$ cat config.mk
export PLATFORM = sky130hd
export DESIGN_NAME = mem_requester
export DESIGN_NICKNAME = d
export VERILOG_FILES = /design/src/rtl/mem_requester_pkg.sv /design/src/rtl/mem_requester.sv
export SDC_FILE = /design/constraint.sdc
export NUM_CORES = 1
export LEC_CHECK = 0
export CORE_AREA = 5 5 119 121
export CTS_BUF_LIST = sky130_fd_sc_hd__clkbuf_4 sky130_fd_sc_hd__clkbuf_8 sky130_fd_sc_hd__clkbuf_16
export CTS_CLUSTER_DIAMETER = 150
export CTS_CLUSTER_SIZE = 14
export DETAILED_ROUTE_END_ITERATION = 7
export DIE_AREA = 0 0 124 126
export PLACE_DENSITY = 0.8
export SYNTH_ARGS = -nofsm -noshare
export SYNTH_HDL_FRONTEND = slang
export SYNTH_SLANG_ARGS = --single-unit
export TNS_END_PERCENT = 1
$ cat constraint.sdc
create_clock -name clk -period 2.89 [get_ports clk]
set_clock_uncertainty 0.2 [all_clocks]
set_input_delay 0.578 -clock clk [delete_from_list [all_inputs] [get_ports clk]]
set_output_delay 0.578 -clock clk [all_outputs]
set_load 0.01 [all_outputs]
$ cat src/rtl/mem_requester_pkg.sv
// +-----------------------------------------------------------------------------
// | mem_requester_pkg : shared types and sizes for the memory requester path
// | Revision: 1.0
// +-----------------------------------------------------------------------------
`default_nettype none

package mem_requester_pkg;

  // Default widths shared with the memory and the MEM stage
  localparam int MEM_ADDR_W = 32;
  localparam int MEM_DATA_W = 16;

  localparam logic SZ_WORD  = 1'b0;
  localparam logic SZ_DWORD = 1'b1;

  typedef enum logic [1:0] {
    IDLE = 2'd0,
    W0   = 2'd1,
    W1   = 2'd2,
    RESP = 2'd3
  } state_t;

endpackage

`default_nettype wire

$ cat src/rtl/mem_requester.sv
// +-----------------------------------------------------------------------------
// | mem_requester : sequences 1- or 2-word loads/stores onto the memory ports.
// | Optional macro MEM_REQ_ALIGN_CHECK_EN adds rsp_err for odd-address doubles.
// | Revision: 1.0
// +-----------------------------------------------------------------------------
`default_nettype none

module mem_requester
  import mem_requester_pkg::*;
#(
  parameter int ADDR_W = MEM_ADDR_W,
  parameter int DATA_W = MEM_DATA_W
) (
  input  logic                clk,
  input  logic                rst,
  input  logic                req_valid,
  output logic                req_ready,
  input  logic                req_we,
  input  logic                req_dbl,
  input  logic [ADDR_W-1:0]   req_addr,
  input  logic [2*DATA_W-1:0] req_wdata,
  output logic                rsp_valid,
  output logic [2*DATA_W-1:0] rsp_rdata,
`ifdef MEM_REQ_ALIGN_CHECK_EN
  output logic                rsp_err,
`endif
  output logic                mem_rd,
  output logic                mem_wr,
  output logic [ADDR_W-1:0]   mem_addr_rd,
  output logic [ADDR_W-1:0]   mem_addr_wr,
  output logic [DATA_W-1:0]   mem_wdata,
  input  logic [DATA_W-1:0]   mem_rdata
);

  state_t            state;
  logic              we;
  logic              dbl;
  logic [DATA_W-1:0] wdata_hi;
  logic [DATA_W-1:0] rdata_lo;

  always_ff @(posedge clk) begin
    if (rst) begin
      state       <= IDLE;
      req_ready   <= 1'b1;
      rsp_valid   <= 1'b0;
      rsp_rdata   <= '0;
      mem_rd      <= 1'b0;
      mem_wr      <= 1'b0;
      mem_addr_rd <= '0;
      mem_addr_wr <= '0;
      mem_wdata   <= '0;
      we          <= 1'b0;
      dbl         <= SZ_WORD;
      wdata_hi    <= '0;
      rdata_lo    <= '0;
`ifdef MEM_REQ_ALIGN_CHECK_EN
      rsp_err     <= 1'b0;
`endif
    end else begin
      case (state)
        IDLE: begin
          if (req_valid) begin
            we        <= req_we;
            dbl       <= req_dbl;
            wdata_hi  <= req_wdata[2*DATA_W-1:DATA_W];
            req_ready <= 1'b0;
`ifdef MEM_REQ_ALIGN_CHECK_EN
            if (req_dbl && req_addr[0]) begin
              state     <= RESP;
              rsp_valid <= 1'b1;
              rsp_err   <= 1'b1;
            end else
`endif
            begin
              state       <= W0;
              mem_rd      <= ~req_we;
              mem_wr      <= req_we;
              mem_addr_rd <= req_addr;
              mem_addr_wr <= req_addr;
              if (req_we) mem_wdata <= req_wdata[DATA_W-1:0];
            end
          end
        end
        W0: begin
          if (dbl == SZ_WORD) begin
            state     <= RESP;
            rsp_valid <= 1'b1;
            mem_rd    <= 1'b0;
            mem_wr    <= 1'b0;
            if (!we) rsp_rdata <= {{DATA_W{1'b0}}, mem_rdata};
          end else begin
            // Low half parks here so rsp_rdata only changes when the load completes
            state       <= W1;
            rdata_lo    <= mem_rdata;
            mem_addr_rd <= mem_addr_rd + ADDR_W'(1);
            mem_addr_wr <= mem_addr_rd + ADDR_W'(1);
            if (we) mem_wdata <= wdata_hi;
          end
        end
        W1: begin
          state     <= RESP;
          rsp_valid <= 1'b1;
          mem_rd    <= 1'b0;
          mem_wr    <= 1'b0;
          if (!we) rsp_rdata <= {mem_rdata, rdata_lo};
        end
        RESP: begin
          state     <= IDLE;
          rsp_valid <= 1'b0;
          req_ready <= 1'b1;
`ifdef MEM_REQ_ALIGN_CHECK_EN
          rsp_err   <= 1'b0;
`endif
        end
        default: begin
          state     <= IDLE;
          rsp_valid <= 1'b0;
          req_ready <= 1'b1;
          mem_rd    <= 1'b0;
          mem_wr    <= 1'b0;
        end
      endcase
    end
  end

endmodule

`default_nettype wire
[Word-level counts from Yosys, hierarchy flattened]
Index checks and enable logic that the tools add are counted.
Word-level totals
  bits in registers: 120
  input port bits: 85
  output and inout port bits: 116
  word-level logic and storage cells: 62
Cells by class
  add/sub/neg operators: 1
  equality and inequality tests: 10
  muxes and demuxes: 24
  bitwise operators: 1
  reductions and logical operators: 14
Operators by type and width (number)
  two-way mux 32 bit: 5
  one-hot mux 32 bit (2 select lines): 2
  two-way mux 16 bit: 4
  adder 32 x 1 -> 32 bit, second input constant: 1
  one-hot mux 16 bit (2 select lines): 1
  inequality test 2 bit, second input constant: 7
  one-hot mux 1 bit (3 select lines): 3
  one-hot mux 2 bit (4 select lines): 1
  AND reduction 2 bit: 4
  two-way mux 1 bit: 6
  AND reduction 3 bit: 2
  nonzero test 2 bit: 3
  nonzero test 3 bit: 2
  AND reduction 5 bit: 1
  equality test 2 bit, second input constant: 2
  AND reduction 4 bit: 1
  equality test 2 x 1 -> 1 bit, second input constant: 1
  zero test 2 bit: 1
  two-way mux 2 bit: 1
  one-hot mux 1 bit (2 select lines): 1
  inverter 1 bit: 1

[Logic depth before layout (Yosys ltp)]
  depth after elaboration: 3
  mapped depth: 10
  depth with buffers taken out: 7

[Worst setup path after synthesis]
Ideal clock, no wire load.
  kind: reg-to-reg
  from: register mem_addr_wr[0] (netlist name)
  to: register mem_addr_wr[30]
  setup time: 74 ps
  data arrival time: 2302 ps
  data required time: 2616 ps
  slack: 314 ps
  cell stages (with the launch flop): 8
  buffers on the path: 1
  clock period less this slack: 2576 ps
  path through: dfxtp_1 -> ha_1 -> nand3_1 -> or4b_1 -> or4_1 -> buf_2 -> or3b_1 -> o21ai_0
RTL lines
  end signal, assigned: RTL line mem_requester.sv:79  | mem_addr_wr <= req_addr;
  end signal, assigned: RTL line mem_requester.sv:96  | mem_addr_wr <= mem_addr_rd + ADDR_W'(1);
  end, declared: RTL line mem_requester.sv:30  | output logic [ADDR_W-1:0] mem_addr_wr,

==> out/metrics.csv <==
metric,value,unit
synth_top_area_share,41.4,%
post-cts-setup-buffers,0,
p_clk_share,24.8,%
dp_hpwl,11.9,mm
track_usage,22.0,%
drt-initial-drc-count,511,
fin_crit,2.62,ns
synth_seq_cells,120,
worst_pin_slew,0.589,ns
die-area,15600,sq um
grt_pass1_vias,5399,
hold_buffers,0,
yosysWarnings,0,
vdd_drop_max,0.000544,V
synth_ff_type,dfxtp_1,
synth.distinct_cells,58,
tritoncts,yes,
die_h,126,um
routed_wl,17.4,mm
rows,42,
layout-drive-gt1-share,8.14,%
utilization,65.4,%
period_share,90.6,%
antenna_left,0,
p_per_area,1110,nW/um^2
cts_buffer_depth,2,
drv_cap,0,
crit_required,3.04,ns
die_x,124,um
seqPwrFrac,27.6,%
synth_seq_area_share,41.4,%
clk_pin_slew,0.06,ns
postSynth.asyncResetShare,0,%
grt_overflow,0,
sw_frac_of_total,38.1,%
p_switching,3.60,mW
fillers,1117,
syn2layout_area_growth,46.3,%
cp_max_fo,10,
end_kind,flop,
syn_inst,726,
diodes,0,
synthesis.nets,817,
cts_resized,0,
intPower,5.86,mW
clock_latency,0.43,ns
max_slew_margin,60.8,%
worst_r2r_startpoint,mem_addr_wr[12],
report.final.slew_viol_count,0,
drc,0,
antenna_found_initial,0,
setup_violations,0,
routedWlPerCell,16.2,um
crit_arrival,2.77,ns
max_freq,0.382,GHz
combPwrFrac,47.6,%
crit_type,flop to flop,
grt_pass1_wl,27.4,mm
htree_num_levels,4,
synth.avg_cell_area,7.99,sq um
initial_core_util,44.7,%
crit_path_start_kind,flop,
synth_commonest_cells,"dfxtp_1, nand2_1, a21oi_1",
vias,5822,
drt_pass1_iterations,6,
outcome,"finished, final reports clean",
cts_root_buffer,clkbuf_16,
synth_area,5800,sq um
synth.area.top_cells,"dfxtp_1, nand2_1, a21oi_1",
startpoint,mem_addr_wr[12],
finalHoldViolCount,0,
synth_edf_count,0,
hp-start,rsp_rdata[20],
numClockSinks,120,
portBuffers,200,
power_leakage,2.97,nW
fp.coreArea,13000,sq um
io-pin-count,201,
grt_max_degree,75,
nNetsFinal,975,
globalplace.congestion,0.837,
avgViaCountPerCell,5.43,
synth_top_cell_by_area,dfxtp_1,
rsz0062_at_grt,false,
fin_tns_setup,0,ns
holdWs,0.251,ns
min-delay-path-class,flop to flop,
cts_made_buffers,17,
==> power groups by stage <==
| stage | clock network (mW) | logic [mW] | registers, mW |
|---|---|---|---|
| floorplan | 0 | 2.44 | 2.78 |
| global placement | 0 | 4.44 | 2.61 |
| detailed placement | 0 | 4.49 | 2.64 |
| CTS | 2.37 | 4.53 | 2.61 |
| global route | 2.45 | 4.92 | 2.69 |
| finish | 2.35 | 4.50 | 2.61 |
==> path summary, 6_finish.rpt <==
path                            slack, ns              end  cells past startpoint
worst min-delay path                 0.25    rsp_rdata[20]                      2
worst max register to register       0.27  mem_addr_wr[30]                      5
worst min register to register       0.25    rsp_rdata[20]                      2
worst max-delay path                 0.27  mem_addr_wr[30]                      5
==> cell families (layout without fill, tap and decap cells) <==
family                   Yosys count  in the layout  synth area share, %
AND/OR/NAND/NOR                  285            285                 22.7
buffers and inverters             92            263                 8.11
flip-flops                       120            120                 41.4
adder cells (fa/ha/maj)            6              6                 1.29
multiplexers                      34             34                 5.89
AO/OA/AOI/OAI                    189            189                 20.6
==> registers in the layout, summed over array words and instances (netlist names) <==
name and count:
mem_addr_wr 32, rsp_valid 1, rdata_lo 16, mem_wr 1, dbl 1, wdata_hi 16, mem_wdata 16, mem_rd 1
rsp_rdata 32, we 1, req_ready 1, state 2
==> critical path: stages, from the launching register on <==
cell	delay, ns
dfxtp_1	0.47
and4_4	0.30
or4b_1	0.49
or4_1	0.63
or3b_1	0.39
o21ai_0	0.08
==> final cells by class <==
class	count	area, sq um	share of cell area, %
clock buffer	18	439	5.18
clock inverter	14	219	2.58
inverter	8	30.0	0.354
multi-input combinational	514	2970	34.9
sequential	120	2400	28.3
tap	176	220	2.60
timing repair buffer	223	2210	26.0
==> layout by cell type (no fill, tap or decap), drive strengths merged, types with 3 or more instances in the layout <==
master and count:
clkdlybuf4s50 199, nand2 120, dfxtp 120, a21oi 79, nor2 67, a211oi 40
mux2i 33, nand3 30, buf 24, o21ai 22, clkbuf 18, nor3 16
inv 10, nand4 9, nor2b 7, a31oi 6, a21o 6, ha 6
bufinv 5, clkinvlp 5, and2 5, and4 5, nor4 4, a2bb2oi 4
o22ai 4, and3 4, or4 4, or3 4, nand2b 3, o211ai 3
o211a 3, o21bai 3, and4b 3
==> stage by stage <==
| step | power (mW) | cells | worst slack, ns | area, sq um |
|---|---|---|---|---|
| 3_5_place_dp | 7.13 | 1041 | 0.226 | 7830 |
| 5_1_grt | 10.1 | 1073 | 0.140 | 8490 |
| 6_report | 9.46 | 1073 | 0.273 | 8490 |
| 3_3_place_gp | 7.05 | 1041 | 0.308 | 7830 |
| 2_1_floorplan | 5.22 | 726 | 0.314 | 5800 |
| 4_1_cts | 9.51 | 1073 | 0.257 | 8490 |
==> metal layers <==
| layer | up-vias | part of all wire (%) | track usage [%] |
|---|---|---|---|
| li1 | 2871 | - | - |
| met1 | 2683 | 40 | 27.6 |
| met2 | 244 | 48 | 35.2 |
| met3 | 24 | 9.8 | 7.62 |
| met4 | 0 | 1.9 | 7.35 |
| met5 | - | 0 | 0 |
Note: power is estimated with default switching activity, not from simulation.
